`src/rtl/pe_pkg.sv`:
```
// rtl/pe_pkg.sv - shared constants and saturating accumulate helper for the MAC processing element
package pe_pkg;

    localparam int PE_DATA_W = 16;
    localparam int PE_ACC_W  = 2*PE_DATA_W+1;

    // Working width for the saturating add; every accumulator width in use must stay well below it.
    localparam int SAT_W = 128;
    localparam logic [SAT_W-1:0] SAT_ONE = {{(SAT_W-1){1'b0}}, 1'b1};

    // Operands arrive already extended to SAT_W; returns {clamped, clamped_sum}.
    function automatic logic [SAT_W:0] sat_add(
        input logic signed [SAT_W-1:0] acc,
        input logic signed [SAT_W-1:0] prod,
        input int unsigned             acc_w,
        input bit                      is_signed
    );
        logic signed [SAT_W-1:0] sum;
        logic signed [SAT_W-1:0] hi;
        logic signed [SAT_W-1:0] lo;
        logic                    clamp;
        sum = acc + prod;
        if (is_signed) begin
            hi = (SAT_ONE << (acc_w - 1)) - SAT_ONE;
            lo = -(SAT_ONE << (acc_w - 1));
        end else begin
            hi = (SAT_ONE << acc_w) - SAT_ONE;
            lo = '0;
        end
        clamp = 1'b0;
        if (sum > hi) begin
            sum   = hi;
            clamp = 1'b1;
        end else if (sum < lo) begin
            sum   = lo;
            clamp = 1'b1;
        end
        return {clamp, sum};
    endfunction

endpackage

```
`src/rtl/pe_mul_stage.sv`:
```
// rtl/pe_mul_stage.sv - full-width multiplier with optional product/fire/clr pipeline register
module pe_mul_stage #(
    parameter int DATA_W   = 16,
    parameter int SIGNED   = 0,
    parameter int PIPE_MUL = 0
) (
    input  logic                clk,
    input  logic                rst,
    input  logic                en,
    input  logic                drain,
    input  logic [DATA_W-1:0]   a,
    input  logic [DATA_W-1:0]   b,
    input  logic                fire,
    input  logic                clr,
    output logic [2*DATA_W-1:0] prod,
    output logic                prod_fire,
    output logic                prod_clr
);

    logic [2*DATA_W-1:0] a_x;
    logic [2*DATA_W-1:0] b_x;
    logic [2*DATA_W-1:0] prod_c;

    // Extending to 2*DATA_W first makes the low half of the product correct for both encodings.
    assign a_x    = {{DATA_W{(SIGNED != 0) & a[DATA_W-1]}}, a};
    assign b_x    = {{DATA_W{(SIGNED != 0) & b[DATA_W-1]}}, b};
    assign prod_c = a_x * b_x;

    generate
        if (PIPE_MUL != 0) begin : g_pipe
            always_ff @(posedge clk) begin
                if (!rst) begin
                    prod      <= '0;
                    prod_fire <= 1'b0;
                    prod_clr  <= 1'b0;
                end else if (en) begin
                    prod      <= prod_c;
                    prod_fire <= fire;
                    prod_clr  <= clr & ~drain;
                end
            end
        end else begin : g_comb
            logic unused_ctl;
            assign unused_ctl = ^{clk, rst, en, drain};
            assign prod       = prod_c;
            assign prod_fire  = fire;
            assign prod_clr   = clr;
        end
    endgenerate

endmodule

```
`src/rtl/pe_mac_param.sv`:
```
// rtl/pe_mac_param.sv - systolic MAC processing element with saturating accumulator and drain chain
module pe_mac_param
    import pe_pkg::*;
#(
    parameter int DATA_W   = PE_DATA_W,
    parameter int ACC_W    = 2*DATA_W+1,
    parameter int SIGNED   = 0,
    parameter int PIPE_MUL = 0
) (
    input  logic              clk,
    input  logic              rst,
    input  logic              en,
    input  logic              clr,
    input  logic              drain,
    input  logic [DATA_W-1:0] a_in,
    input  logic              a_vld_in,
    input  logic [DATA_W-1:0] b_in,
    input  logic              b_vld_in,
    input  logic [ACC_W-1:0]  c_in,
    input  logic              c_vld_in,
    output logic [DATA_W-1:0] a_out,
    output logic              a_vld_out,
    output logic [DATA_W-1:0] b_out,
    output logic              b_vld_out,
    output logic [ACC_W-1:0]  c_out,
    output logic              c_vld_out,
    output logic              ovf
);

    localparam bit IS_SIGNED = (SIGNED != 0);

    logic                fire;
    logic [2*DATA_W-1:0] prod;
    logic                m_fire;
    logic                m_clr;
    logic [SAT_W-1:0]    prod_big;
    logic [SAT_W-1:0]    acc_big;
    logic [SAT_W:0]      sat;
    logic [ACC_W-1:0]    prod_acc;
    logic                unused_sat_bits;

    assign fire = en & a_vld_in & b_vld_in & ~drain;

    pe_mul_stage #(
        .DATA_W   (DATA_W),
        .SIGNED   (SIGNED),
        .PIPE_MUL (PIPE_MUL)
    ) u_mul (
        .clk       (clk),
        .rst       (rst),
        .en        (en),
        .drain     (drain),
        .a         (a_in),
        .b         (b_in),
        .fire      (fire),
        .clr       (clr),
        .prod      (prod),
        .prod_fire (m_fire),
        .prod_clr  (m_clr)
    );

    assign prod_big        = {{(SAT_W-2*DATA_W){IS_SIGNED & prod[2*DATA_W-1]}}, prod};
    assign acc_big         = {{(SAT_W-ACC_W){IS_SIGNED & c_out[ACC_W-1]}}, c_out};
    assign prod_acc        = prod_big[ACC_W-1:0];
    assign sat             = sat_add(acc_big, prod_big, ACC_W, IS_SIGNED);
    assign unused_sat_bits = ^sat[SAT_W-1:ACC_W];

    // Drain outranks both fire and clr so a chain shift is never corrupted by tile control.
    always_ff @(posedge clk) begin
        if (!rst) begin
            a_out     <= '0;
            a_vld_out <= 1'b0;
            b_out     <= '0;
            b_vld_out <= 1'b0;
            c_out     <= '0;
            c_vld_out <= 1'b0;
            ovf       <= 1'b0;
        end else if (en) begin
            a_out     <= a_in;
            a_vld_out <= a_vld_in;
            b_out     <= b_in;
            b_vld_out <= b_vld_in;
            if (drain) begin
                c_out     <= c_in;
                c_vld_out <= c_vld_in;
            end else if (m_fire) begin
                c_vld_out <= 1'b1;
                if (m_clr) begin
                    c_out <= prod_acc;
                    ovf   <= 1'b0;
                end else begin
                    c_out <= sat[ACC_W-1:0];
                    ovf   <= ovf | sat[SAT_W];
                end
            end else if (m_clr) begin
                c_out     <= '0;
                c_vld_out <= 1'b0;
                ovf       <= 1'b0;
            end
        end
    end

endmodule

```
`config.mk`:
```
export PLATFORM = sky130hd
export DESIGN_NAME = pe_mac_param
export DESIGN_NICKNAME = d
export VERILOG_FILES = /design/src/rtl/pe_pkg.sv /design/src/rtl/pe_mul_stage.sv /design/src/rtl/pe_mac_param.sv
export SDC_FILE = /design/constraint.sdc
export NUM_CORES = 1
export LEC_CHECK = 0
export CAP_MARGIN = 20
export CORE_UTILIZATION = 35
export CTS_CLUSTER_SIZE = 14
export DETAILED_ROUTE_END_ITERATION = 8
export SETUP_SLACK_MARGIN = 0.2
export SLEW_MARGIN = 20
export SYNTH_ARGS = -nofsm -noshare
export SYNTH_HDL_FRONTEND = slang
export SYNTH_HIERARCHICAL = 1
export SYNTH_SLANG_ARGS = --single-unit
```
`constraint.sdc`:
```
create_clock -name clk -period 9.4 [get_ports clk]
set_input_delay 1.88 -clock clk [delete_from_list [all_inputs] [get_ports clk]]
set_output_delay 1.88 -clock clk [all_outputs]
set_load 0.03 [all_outputs]
```
Word-level counts from Yosys, hierarchy flattened. Index checks and enable logic that the tools add are counted.

Add/subtract/negate cells: 1. Multiply operators: 1. Magnitude comparators: 2. Mux-type cells: 13. Bitwise gates (word level): 5. Reductions and logical operators: 4.

Operators with widths (count): $mux 33 (6); $add 33x32->34 (1); $gt 34x33->1 const B (1); $lt 34x1->1 const B (1); $mul 16x16->32 (1); $mux 1 (7); $and 1x1->1 (3); $reduce_and 3->1 (1); $reduce_bool 3->1 (1); $reduce_and 2->1 (1); $reduce_bool 2->1 (1); $not 1->1 (1); $or 1x1->1 (1).

Bits in registers: 69. Output and inout bits: 69. Logic and storage cells: 33.

Depth between registers and ports, before layout.
Depth after elaboration: 8. Gate-level depth with buffers: 32. Mapped depth without buffers: 30.

Hierarchy. The synthesis kept the hierarchy.

Modules (own cells, without submodules): pe_mul_stage (times used 1, cells an instance 1009, area an instance 8658.3 µm², seq. area each 0.0 µm²); pe_mac_param (times used 1, cells an instance 616, area an instance 4987.3 µm², seq. area each 1381.3 µm²).

Worst setup path before layout. No wires, ideal clock.

Path type: input port to flip-flop. Start: input port b_in[1]. End: register c_out[30]. Library setup time: 0.125 ns. Data arrival time: 8.731 ns. Data required time: 9.275 ns. Path slack: 0.544 ns. Stages on the path: 28. Path buffers: 1. Path through: clkbuf_1 -> nand2_1 -> fa_1 -> fa_1 -> fa_1 -> fa_1 -> inv_1 -> fa_1 -> inv_1 -> fa_1 -> inv_1 -> ha_1 -> and3_1 -> a221o_1 -> a31oi_1 -> a21oi_1 -> a31oi_1 -> xnor2_1 -> ha_1 -> and4_1 -> and3_1 -> a21oi_1 -> o311a_4 -> o21a_4 -> o21ai_4 -> or2b_4 -> nor2_4 -> a31oi_1.

Longest elaborated chain between the ends: 8. Elaborated cells between the ends (all ways): 9. Those cells by class: add/sub (1); mul (1); order compare (2); mux (5).

RTL lines: start, declared (RTL line pe_mac_param.sv:17) `input logic [DATA_W-1:0] b_in,`; $mul 16x16->32 * (RTL line pe_mul_stage.sv:27) `assign prod_c = a_x * b_x;`; net prod[20] (RTL line pe_mac_param.sv:33) `logic [2*DATA_W-1:0] prod;`; $add 33x32->34 * (RTL line pe_pkg.sv:22) `sum = acc + prod;`; $lt 34x1->1 (RTL line pe_pkg.sv:34) `end else if (sum < lo) begin`; $mux 33 (RTL line pe_pkg.sv:34); $mux 33 * (RTL line pe_pkg.sv:31) `if (sum > hi) begin`; $mux 33 * (RTL line pe_mac_param.sv:88) `if (m_clr) begin`; $mux 33 * (RTL line pe_mac_param.sv:86) `end else if (m_fire) begin`; $mux 33 * (RTL line pe_mac_param.sv:83) `if (drain) begin`; end signal, assigned (RTL line pe_mac_param.sv:84) `c_out <= c_in;`; end signal, assigned (RTL line pe_mac_param.sv:89) `c_out <= prod_acc;`; end signal, assigned (RTL line pe_mac_param.sv:92) `c_out <= sat[ACC_W-1:0];`; end, declared (RTL line pe_mac_param.sv:25) `output logic [ACC_W-1:0] c_out,`.

Mark *: on every way through the listed nets, which the timed path passes. The rest lies on a longest branch. A chain may end at the register's enable or synchronous reset.

Final worst setup path.
Start: input port a_in[11]. End: register c_out[9].

Longest elaborated chain between the ends: 8. Elaborated cells between the ends (all ways): 9. Those cells by class: add/sub (1); mul (1); order compare (2); mux (5).

RTL lines: start, declared (RTL line pe_mac_param.sv:15) `input logic [DATA_W-1:0] a_in,`; $mul 16x16->32 * (RTL line pe_mul_stage.sv:27); net prod[20] (RTL line pe_mac_param.sv:33); $add 33x32->34 * (RTL line pe_pkg.sv:22); $lt 34x1->1 (RTL line pe_pkg.sv:34); $mux 33 (RTL line pe_pkg.sv:34); $mux 33 * (RTL line pe_pkg.sv:31); $mux 33 * (RTL line pe_mac_param.sv:88); $mux 33 * (RTL line pe_mac_param.sv:86); $mux 33 * (RTL line pe_mac_param.sv:83).

Marked as above.

==> out/results.txt <==
Outcome -> completed
CP Launch Type -> input port
Diode count -> 0
Adder-cell share of the synthesized area -> 41.08%
Net Count, Synth -> 2029
Clk root buf -> clkbuf_16
Post-Synthesis Cells -> 1625
Post-DP HPWL -> 35010 um
WP data arrival -> 9.27 ns
Post-synth ARST share -> 0%
Routed wire length -> 43910 um
Vias per cell -> 5.103
Slew at the pin closest to its max-slew limit -> 1.061 ns
Core footprint -> 38020 um2
# IOs -> 142
# placed instances -> 2427
Post-layout util -> 47.61%
Clock Path Buffers -> 2
Max transition margin -> 29.02%
First-pass DRT Iterations -> 5
Multi-input gate area -> 11680 um2
Clock skew -> 0.01152 ns
HP Class -> reg -> reg
Initial core utilization -> 35.89%
Fillers -> 3737
CP dominant cell by count -> fa_1
WP data required -> 9.66 ns
Largest family of logic cells by synthesized area -> adder cells
First-pass GRT wire length -> 70410 um
CTS Buf Count -> 9
Largest net degree at the start of global routing -> 72
Worst r2r src -> c_out[0]
RSZ-0062 raised after global routing -> false
ANT nets after route -> 0
Min-delay src -> b_vld_out
Clock-pin slew on the worst setup and hold paths -> 0.07 ns
H-tree level count -> 3
Max Cap Viol -> 0
Final instance area -> 18100 um2
Max Slew Vio Count -> 0
Drc violations -> 0
Storage cell area -> 1381 um2
Reg2reg end -> c_out[30]
Wire per inst -> 17.90 um
All-layer global routing usage -> 22.96%
Initial DRC count -> 658
GPL Wtd Cong -> 0.8951
Synth warn -> 6
Mux contribution to synthesized area -> 3.741%
Max Fclk -> 111.0 MHz
Number of flops mapped to enable cells by yosys -> 0
Worst stage delay on the critical path -> 0.62 ns
Mapped cell area -> 13650 um2
Critical Path Slowest Stage Cell -> fa_1
WS Path Type -> in -> reg
Synthesis-stage register bit count -> 69
Clk_lat worst skew -> 0.38 ns
XOR/XNOR Fraction of Synth Area -> 3.659%
Register area share after synthesis -> 10.12%
Grt ovf -> 0
Die area -> 39780 um2
Hold slack final -> 0.4982 ns
Final setup viols -> 0
DP Area -> 17100 um2
Chip height -> 199.5 um
Area growth from synthesis to layout -> 32.65%
Syn Area/Cell -> 8.397 um2
Final cell count without fillers -> 2453
Reg2Reg Depth -> 13
Vias in the first global route -> 13220
Synth Flop Type -> dfxtp_1
Fin. Hold Viols -> 0
Worst Hold Depth -> 2
R2r setup slk -> 6.23 ns
Compound-Gate Fraction of Synth Area -> 13.66%
Clock sinks -> 69
Commonest non-fill, non-tap cell in the layout -> nand2_1
Final net count -> 2341
Min Clock Period, post-route -> 9.011 ns
Layout cells sized above 1 -> 18.95%
Die Width -> 199.5 um
Commonest non-fill, non-tap cells in the layout -> nand2_1 (244), inv_1 (228), buf_4 (222)
Hold Path Sink -> b_vld_out
CTS tree -> built
Period Utilization, post-route -> 95.86%
Post-synthesis simple-gate area fraction -> 19.08%
Initial antenna violation count -> 0
Row cnt -> 71
Setup crit end kind -> register
Buffers on Ports -> 141
Crit-path max FO -> 7
Distinct cells, synth -> 69
DR vias -> 12520
## worst max-delay path by stage
| stage | from | to | slack (ns) | cells past startpoint |
|---|---|---|---|---|
| after floorplan | b_in[1] | c_out[30] | 0.54 | 28 |
| after global placement | b_in[1] | c_out[24] | -0.55 | 32 |
| after detailed placement | b_in[5] | c_out[27] | -0.52 | 32 |
| after CTS | a_in[8] | c_out[30] | 0.19 | 34 |
| after global routing | a_in[11] | c_out[25] | 0.17 | 35 |
| final | a_in[11] | c_out[9] | 0.39 | 29 |
## state kept, by name (all words and copies together), names as in the netlist
name       count
ovf            1
b_vld_out      1
c_vld_out      1
a_vld_out      1
a_out         16
b_out         16
c_out         33
## layer usage
layer / routed length [um] / track usage, % / vias to the layer above
met5: 0 / 0 / -
met4: 1188 / 7.577 / 0
met3: 1810 / 3.190 / 69
met2: 21440 / 38.73 / 300
met1: 19470 / 30.11 / 6246
li1: - / - / 5902
## cell usage after synthesis, types with 6 or more instances
master / number / area (um2)
a21oi_1: 97 / 485.5
o21ai_1: 7 / 35.03
buf_1: 6 / 22.52
clkbuf_1: 61 / 229.0
mux2i_1: 51 / 510.5
ha_1: 136 / 1702
fa_1: 195 / 3904
o221ai_1: 6 / 52.55
nand2_1: 250 / 938.4
a31oi_1: 22 / 137.6
or3_1: 6 / 37.54
nand3_1: 24 / 120.1
o211ai_1: 24 / 180.2
o31ai_1: 6 / 45.04
inv_1: 228 / 855.8
o2111a_1: 6 / 67.56
xor2_1: 18 / 157.7
o21ai_0: 42 / 210.2
xnor2_1: 39 / 341.6
and2_1: 127 / 794.5
a21o_1: 21 / 157.7
nor2_1: 36 / 135.1
o21a_1: 7 / 52.55
nor2b_1: 43 / 269.0
dfxtp_1: 69 / 1381
nand2b_1: 9 / 56.30
and3_1: 10 / 62.56
a211oi_1: 7 / 52.55
## cell families (layout without fill, tap and decap cells)
family,count (synthesis),after routing
AO/OA/AOI/OAI,283,284
AND/OR/NAND/NOR,530,530
adder cells (fa/ha/maj),331,331
buffers and inverters,304,620
XOR/XNOR,57,57
multiplexers,51,51
flip-flops,69,69
## worst max-delay path, delay by kind of cell
family	cells	cell delay, ns
XOR/XNOR	1	0.18
buffers and inverters	5	0.94
AO/OA/AOI/OAI	9	1.52
adder cells (fa/ha/maj)	8	3.65
AND/OR/NAND/NOR	6	1.09
## final cells by class
| cell class | instances | area share, % |
|---|---|---|
| inverters | 228 | 4.728 |
| repair buffers | 376 | 17.93 |
| flip-flops and latches | 69 | 7.631 |
| well taps | 511 | 3.532 |
| multi-input cells | 1253 | 64.53 |
| clock buffers | 9 | 1.244 |
| clock inverters | 7 | 0.4078 |
## timing repair
item                                    in CTS  in global routing
gates resized for setup                     32                121
endpoints found under the setup margin      33                 34
buffers inserted                             1                  8
cloned                                       1                  0
pin swaps                                    8                 61
hold buffers                                 0                  0
## metrics by stage
stage | TNS [ns] | setup slack (ns)
detailed placement | -14.55 | -0.5155
finish | 0 | 0.3892
floorplan | 0 | 0.5440
global placement | -11.70 | -0.5540
global route | 0 | 0.1656
CTS | 0 | 0.1946
Power is not shown: default switching activity piles up to over one toggle a cycle in this logic, so the estimate is an artifact.
